File: src/rtl/multiword_add_sequencer.sv
// multiword_add_sequencer
//   Multi-precision (32*WORDS-bit) add/subtract that time-shares a single
//   32-bit ripple-carry adder. One limb is processed per clock, least
//   significant limb first, and the carry is registered between beats.
//
// Ports
//   clk     rising-edge clock
//   rst_n   asynchronous active-low reset
//   start   request pulse, only sampled in IDLE
//   sub     0: a+b, 1: a-b (sampled with start)
//   a, b    W-bit operands (sampled with start)
//   busy    high while in RUN or DONE
//   done    one-cycle completion pulse
//   result  W-bit sum/difference register
//   cout    final carry out (for sub: 1 means no borrow, a >= b unsigned)
//   ovf     two's-complement signed overflow of the W-bit operation

module full_adder (
  input  logic a,
  input  logic b,
  input  logic ci,
  output logic s,
  output logic co
);
  assign s  = a ^ b ^ ci;
  assign co = (a & b) | (ci & (a ^ b));
endmodule

// 32-bit ripple chain built from an array of full-adder cells.
module ripple_carry_adder_32bit (
  input  logic [31:0] a,
  input  logic [31:0] b,
  input  logic        cin,
  output logic [31:0] sum,
  output logic        cout
);
  logic [32:0] c;

  assign c[0] = cin;

  full_adder u_fa [31:0] (
    .a  (a),
    .b  (b),
    .ci (c[31:0]),
    .s  (sum),
    .co (c[32:1])
  );

  assign cout = c[32];
endmodule

module multiword_add_sequencer #(
  parameter int WORDS = 4
) (
  input  logic                  clk,
  input  logic                  rst_n,
  input  logic                  start,
  input  logic                  sub,
  input  logic [32*WORDS-1:0]   a,
  input  logic [32*WORDS-1:0]   b,
  output logic                  busy,
  output logic                  done,
  output logic [32*WORDS-1:0]   result,
  output logic                  cout,
  output logic                  ovf
);
  localparam int IW = $clog2(WORDS) + 1;
  // limb select width; idx carries one extra bit so it can count to WORDS
  localparam int SW = (WORDS > 1) ? $clog2(WORDS) : 1;

  typedef enum logic [1:0] {IDLE, RUN, DONE} state_t;

  typedef struct packed {
    logic                  sub;
    logic [WORDS-1:0][31:0] a;
    logic [WORDS-1:0][31:0] b;
  } req_t;

  state_t                 state, nstate;
  req_t                   req_q;
  logic [IW-1:0]          idx;
  logic [SW-1:0]          sel;
  logic                   c;
  logic [WORDS-1:0][31:0] res_q;

  logic [31:0]            a_limb, b_limb, sum;
  logic                   add_co;
  logic                   last;

  assign sel    = idx[SW-1:0];
  assign last   = (idx == IW'(WORDS - 1));
  assign a_limb = req_q.a[sel];
  // subtraction is a + ~b + 1; the +1 enters as the initial carry
  assign b_limb = req_q.b[sel] ^ {32{req_q.sub}};

  ripple_carry_adder_32bit u_add (
    .a    (a_limb),
    .b    (b_limb),
    .cin  (c),
    .sum  (sum),
    .cout (add_co)
  );

  // state register
  always_ff @(posedge clk or negedge rst_n) begin
    if (!rst_n) state <= IDLE;
    else        state <= nstate;
  end

  // next-state logic
  always_comb begin
    nstate = state;
    case (state)
      IDLE:    if (start) nstate = RUN;
      RUN:     if (last)  nstate = DONE;
      DONE:    nstate = IDLE;
      default: nstate = IDLE;
    endcase
  end

  // output logic
  always_comb begin
    busy = 1'b0;
    done = 1'b0;
    case (state)
      RUN:     busy = 1'b1;
      DONE:    begin busy = 1'b1; done = 1'b1; end
      default: ;
    endcase
  end

  assign result = res_q;

  // datapath registers
  always_ff @(posedge clk or negedge rst_n) begin
    if (!rst_n) begin
      req_q <= '0;
      idx   <= '0;
      c     <= 1'b0;
      res_q <= '0;
      cout  <= 1'b0;
      ovf   <= 1'b0;
    end else begin
      case (state)
        IDLE: begin
          if (start) begin
            req_q <= {sub, a, b};
            idx   <= '0;
            c     <= sub;
          end
        end
        RUN: begin
          res_q[sel] <= sum;
          c          <= add_co;
          idx        <= idx + 1'b1;
          if (last) begin
            cout <= add_co;
            // signed overflow: like-signed inputs to the top limb, unlike-signed sum
            ovf  <= (a_limb[31] == b_limb[31]) && (sum[31] != a_limb[31]);
          end
        end
        default: ;
      endcase
    end
  end
endmodule

File: config.mk
export PLATFORM = sky130hd
export DESIGN_NAME = multiword_add_sequencer
export DESIGN_NICKNAME = d
export VERILOG_FILES = /design/src/rtl/multiword_add_sequencer.sv
export SDC_FILE = /design/constraint.sdc
export NUM_CORES = 1
export LEC_CHECK = 0
export BUFFER_PORTS_ARGS = -buffer_cell sky130_fd_sc_hd__buf_2
export CAP_MARGIN = 30
export CORE_MARGIN = 3
export CORE_UTILIZATION = 49
export CTS_CLUSTER_SIZE = 25
export DETAILED_ROUTE_END_ITERATION = 6
export PLACE_DENSITY = 0.78
export SLEW_MARGIN = 40
export SYNTH_ARGS = -nofsm -noshare
export SYNTH_HDL_FRONTEND = slang
export SYNTH_SLANG_ARGS = --single-unit
File: constraint.sdc
create_clock -name clk -period 16.6 [get_ports clk]
set_clock_uncertainty 0.15 [all_clocks]
set_input_delay 1.66 -clock clk [delete_from_list [all_inputs] [get_ports clk]]
set_output_delay 1.66 -clock clk [all_outputs]
set_load 0.02 [all_outputs]
== Word-level counts from Yosys, hierarchy flattened ==
Cells that the tools add are included.

* $add $sub $neg: 1
* Order comparisons: 2
* Equality and inequality tests: 7
* Muxes and demuxes: 16
* Bitwise operators: 161
* Reduce and logical (&&, ||, !) cells: 9

{| class="wikitable"
|+ Operator list
! cell !! number
|-
| binary-select mux 32 bit (select 2 bit) || 2
|-
| bitwise mux 128 bit || 1
|-
| 2-to-1 mux 32 bit || 3
|-
| AND 1 bit || 64
|-
| demux 32 bit (select 2 bit) || 1
|-
| bitwise XOR 1 bit || 64
|-
| bitwise OR 1 bit || 32
|-
| bitwise XOR 32 bit || 1
|-
| AND reduction 2 bit || 4
|-
| case mux 3 bit (2 select lines) || 1
|-
| 2-to-1 mux 2 bit || 2
|-
| inequality test 2 bit, second input constant || 2
|-
| case mux 2 bit (2 select lines) || 1
|-
| adder 3 x 1 -> 3 bit, second input constant || 1
|-
| equality test 3 x 2 -> 1 bit, second input constant || 1
|-
| less-than comparator 2 x 3 -> 1 bit, second input constant || 1
|-
| 2-to-1 mux 1 bit || 3
|-
| 2-to-1 mux 3 bit || 1
|-
| equality test 2 x 1 -> 1 bit, second input constant || 1
|-
| equality test 2 bit, second input constant || 1
|-
| greater-or-equal comparator 2 x 1 -> 1 bit, second input constant || 1
|-
| logical AND 1 bit || 2
|-
| zero test 2 bit || 1
|-
| case mux 1 bit (2 select lines) || 1
|-
| 4 further kinds || 4
|}

* Flip-flop bits (word level): 393
* Logic and storage cells: 214

== Depth between registers and ports, before layout ==
* Word-level depth: 69
* Depth in mapped cells: 42
* Depth with buffers taken out: 39

== Modules after synthesis ==
From an unflattened synthesis, not the netlist that was laid out.

* Cell total of the unflattened synthesis: 1013
* Area total of the unflattened synthesis: 17063.9 µm²

{| class="wikitable"
|+ By module, submodules not included
! module !! instances !! cells each !! area each (µm²)
|-
| multiword_add_sequencer || 1 || 981 || 16423.3
|-
| full_adder || 32 || 1 || 20.0
|}

== Worst setup path before layout ==
No wires, ideal clock.

* Path type: register to register
* Start point: register idx[0]
* End point: register ovf
* Setup time: 0.095 ns
* Data arrival time: 15.743 ns
* Required time: 16.355 ns
* Setup slack: 0.612 ns
* Stages on the path, launching flop included: 42
* Clock period less this slack: 15.988 ns
* Cells stage by stage: dfrtp_1 buf_6 buf_2 mux4_2 xnor2_1 fa_1 fa_1 fa_1 fa_1 fa_1 fa_1 fa_1 fa_1 fa_1 fa_1 fa_1 fa_1 fa_1 [6 not listed] fa_1 fa_1 fa_1 fa_1 fa_1 fa_1 fa_1 fa_1 fa_1 fa_1 inv_1 fa_1 inv_1 fa_1 inv_1 fa_1 xnor2_1 o31ai_1

* Cells in the longest elaborated chain, start to end: 69
* Elaborated cells between the ends (all ways): 136

{| class="wikitable"
|+ Ends and longest elaborated chain
! element !! line !! RTL
|-
| start, declared || 81 || <nowiki>logic [IW-1:0] idx;</nowiki>
|-
| start signal, assigned || 155 || <nowiki>idx <= idx + 1'b1;</nowiki>
|-
| binary-select mux 32 bit (select 2 bit) || 94 || <nowiki>assign b_limb = req_q.b[sel] ^ {32{req_q.sub}};</nowiki>
|-
| 2-to-1 mux 32 bit (implied by the code) || 94 ||
|-
| bitwise XOR 32 bit || 94 ||
|-
| bitwise XOR 1 bit || 26 || <nowiki>assign co = (a & b) | (ci & (a ^ b));</nowiki>
|-
| AND 1 bit || 26 ||
|-
| bitwise OR 1 bit || 26 ||
|-
| AND 1 bit || 26 ||
|-
| bitwise OR 1 bit || 26 ||
|-
| [54 not listed] || - ||
|-
| AND 1 bit || 26 ||
|-
| bitwise OR 1 bit || 26 ||
|-
| AND 1 bit || 26 ||
|-
| bitwise OR 1 bit || 26 ||
|-
| bitwise XOR 1 bit (*) || 25 || <nowiki>assign s = a ^ b ^ ci;</nowiki>
|-
| named net u_add.u_fa[31].s || 22 || <nowiki>output logic s,</nowiki>
|-
| inequality test 1 bit (*) || 159 || <nowiki>ovf <= (a_limb[31] == b_limb[31]) && (sum[31] != a_limb[31]);</nowiki>
|-
| logical AND 1 bit (*) || 159 ||
|-
| end signal, assigned || 159 ||
|-
| end, declared || 65 || <nowiki>output logic ovf</nowiki>
|}

The timed path passes the listed nets; every way through them passes the cells marked *. The select of a mux whose other input is x is not followed.
A chain may end at the register's enable or synchronous reset.

== Worst setup path after layout ==
Ends and elaborated chain as after synthesis.

==> impl_metrics.csv <==
group,metric,value,unit
worst_setup_path,cp.arrival,16.34,ns
run_status,status,"completed",
drt,via_count,10932,
cts,cts_max_path_buffers,3,
floorplanning,rows,67,
logic_synthesis,yosysTopAreaCell,"dfrtp_1",
cts,ctsHoldBuffers,0,
cts,clk_pin_slew,0.06,ns
grt,grt_first_pass_wirelength,66190,microns
cells_and_area,multi_input_area,6718,sq um
power_and_ir_drop,p_int,3.337,mW
cells_and_area,fin_nets,1857,
drt,via_per_inst,5.346,
floorplanning,initial_core_util,0.5022,
cts,clock_latency,0.53,ns
placed_design,dp_cells,1955,
grt,met3_usage,0.05504,
power_and_ir_drop,powerDensity,270.5,nW/um^2
sta,tightest_slew,0.7829,ns
drt,first_pass_iters,4,
worst_setup_path,endpoint_kind,"register",
power_and_ir_drop,p_seq_frac,0.301,
logic_synthesis,synth_top_area_frac,0.5782,
logic_synthesis,synth-seq-area-share,0.5782,
floorplanning,die_h,192.3,microns
worst_hold_path,hp-class,"reg2reg",
sta,max_freq,0.06233,GHz
cts,cts_htree_levels,2,
worst_setup_path,r2r-end,"ovf",
cells_and_area,layout-drive-gt1-share,0.5177,
worst_setup_path,r2r_start,"idx[0]",
power_and_ir_drop,pwr-share-comb,0.532,
grt,overflow,0,
worst_setup_path,required,16.89,ns
cts,cts_tree,"yes",
grt,grt_pass1_vias,11567,
sta,drv_slew,0,
logic_synthesis,synth_nets,1476,
sta,period_share,0.9665,
logic_synthesis,synthDistinctLibCells,25,
placed_design,dpl.hpwl,31910,microns
grt,busiest_layer,"met2",
cells_and_area,synthToLayoutAreaGrowth,22.78,%
cts,cts_buffers,42,
sta,grt_setup_unrepaired,"false",
grt,grt_max_degree,164,
cells_and_area,regArea,9843,sq um
cells_and_area,layout_common_cells,"dfrtp_1 (390), buf_2 (390), mux2_2 (266)",
logic_synthesis,synth_seq_cells,393,
placed_design,gp_congestion,0.8628,
drt,drc,0,
logic_synthesis,post_synth.cell_area_avg,14.48,sq um
power_and_ir_drop,peakVddDrop,0.0002117,V
worst_setup_path,path_class,"reg2reg",
power_and_ir_drop,p_clk_frac,0.167,
cells_and_area,fin_cells,2045,
drt,wl_per_cell,21.49,microns
cells_and_area,n_fill_cell,2658,
power_and_ir_drop,power,5.648,mW
grt,use_met1,0.3231,
worst_setup_path,worst_path_max_delay_cell,"mux4_2",
drt,first_iter_violations,510,
sta,max_slew_margin,0.4781,
power_and_ir_drop,switching_power,2.312,mW
floorplanning,coreArea,33870,sq um
worst_setup_path,worst_path_largest_cell_delay,0.52,ns
logic_synthesis,synth_area,17010,sq um
logic_synthesis,synth.area.top_cells,"dfrtp_1 (58%), mux2_2 (18%), mux4_2 (8.2%), fa_1 (3.8%), o21ai_0 (3.6%)",
grt,antenna_found_initial,15,
floorplanning,dieWidth,192.3,microns
sta,fin_tns_setup,0,ns
cts,cts-root-buf,"clkbuf_16",
worst_setup_path,crit_start,"idx[0]",
logic_synthesis,ys_warn_count,0,
worst_setup_path,reg2reg_slack,0.56,ns
floorplanning,io-pin-count,392,
grt,grt_usage,0.2359,
sta,hold_viol_final,0,
worst_setup_path,cp-endpoint,"ovf",
cts,cts.sinks,393,
sta,setup_violations,0,
floorplanning,dieArea,36980,sq um
power_and_ir_drop,p_leak,9.757,nW
worst_setup_path,path_common_cell,"fa_1",
grt,use_met2,0.3763,
power_and_ir_drop,p_sw_frac,0.4092,
logic_synthesis,synthCells,1175,
worst_setup_path,reg2reg_depth,39,
drt,drtAntennaViolNets,0,
worst_setup_path,crit_fanout,6,
sta,fin_crit,16.04,ns
drt,drt_wl_total,43950,microns
worst_setup_path,start_kind,"register",
flow_run,maxCapViolCount,0,
placed_design,port_buffers,391,
-- timing repair --
item	CTS	global route
buffers inserted	0	3
resized for setup	0	6
setup endpoints to repair	0	5
-- critical path: cells and delay by family, from the launching register on --
kind / cells / cell delay, ns
AO/OA/AOI/OAI: 1 / 0.19
XOR/XNOR: 2 / 0.31
adder cells (fa/ha/maj): 32 / 14.04
buffers and inverters: 3 / 0.26
flip-flops: 1 / 0.46
multiplexers: 1 / 0.52
-- Yosys cell counts --
library cell	n
o31ai_1	1
buf_2	34
buf_12	1
clkbuf_1	31
buf_4	2
xor2_1	2
ha_1	9
nand4_1	1
mux2_2	266
nand3_1	2
dfrtp_1	393
mux4_1	2
mux2i_1	1
xnor2_1	31
buf_1	2
fa_1	32
a32o_1	1
buf_8	1
nand2_1	131
mux4_2	62
a21oi_1	4
inv_1	41
nand2b_1	2
o21ai_0	122
buf_6	1
-- how the worst min path moves through the flow --
stage                        endpoint         from  cells after the start  slack, ns
after floorplan                idx[2]       idx[2]                      2       0.30
after global placement    result[113]  result[113]                      2       0.31
after detailed placement   result[18]   result[18]                      2       0.32
after CTS                  result[37]   result[37]                      2       0.33
after global routing       result[27]   result[27]                      2       0.35
final                      result[67]   result[67]                      2       0.32
-- layout make-up --
| type | instances | share of cell area |
|---|---|---|
| Clock inverter | 14 | 0.007249 |
| Timing Repair Buffer | 409 | 0.1040 |
| Tap cell | 448 | 0.02684 |
| Multi-Input combinational cell | 669 | 0.3217 |
| Sequential cell | 393 | 0.4713 |
| Antenna cell | 13 | 0.001558 |
| Inverter | 41 | 0.007369 |
| Clock buffer | 58 | 0.05997 |
-- per-layer routing --
layer,part of all wire,vias to the layer above
li1,-,4880
met1,0.42,5642
met2,0.49,335
met3,0.068,69
met4,0.025,6
met5,0.00093,-
-- flip-flops by register name, indices dropped and copies added (netlist names) --
signal / cells
idx: 3
cout: 1
ovf: 1
result: 128
c: 1
state: 2
req_q: 257
-- power by group through the flow --
| stage | Combinational [mW] | Sequential (mW) | Clock, mW |
|---|---|---|---|
| 6_report | 3.00 | 1.70 | 0.943 |
| 5_1_grt | 3.27 | 1.75 | 1.00 |
| 4_1_cts | 2.98 | 1.70 | 0.964 |
| 3_5_place_dp | 2.97 | 1.71 | 0 |
| 3_3_place_gp | 2.87 | 1.68 | 0 |
| 2_1_floorplan | 1.81 | 1.80 | 0 |
-- cell families after synthesis --
logic type      after synthesis  synth area share
compound gates              128           0.03811
simple gates                136           0.03060
flops                       393            0.5782
fa+ha+maj                    41           0.04428
xor+xnor                     33           0.01699
buf+inv                     113           0.02994
mux                         331            0.2619
-- through the flow --
stage               hold WS (ns)  worst slack [ns]  cell area (sq um)  utilization
floorplan                 0.2998            0.6121              17010            -
global placement          0.3054            0.2748              19320       0.5704
global route              0.3510           0.01395              20880       0.6165
detailed placement        0.3152            0.1361              19350       0.5714
finish                    0.3235            0.5567              20880       0.6166
CTS                       0.3294            0.1138              20760       0.6129
No activity file was read; power rests on OpenSTA's default activity.
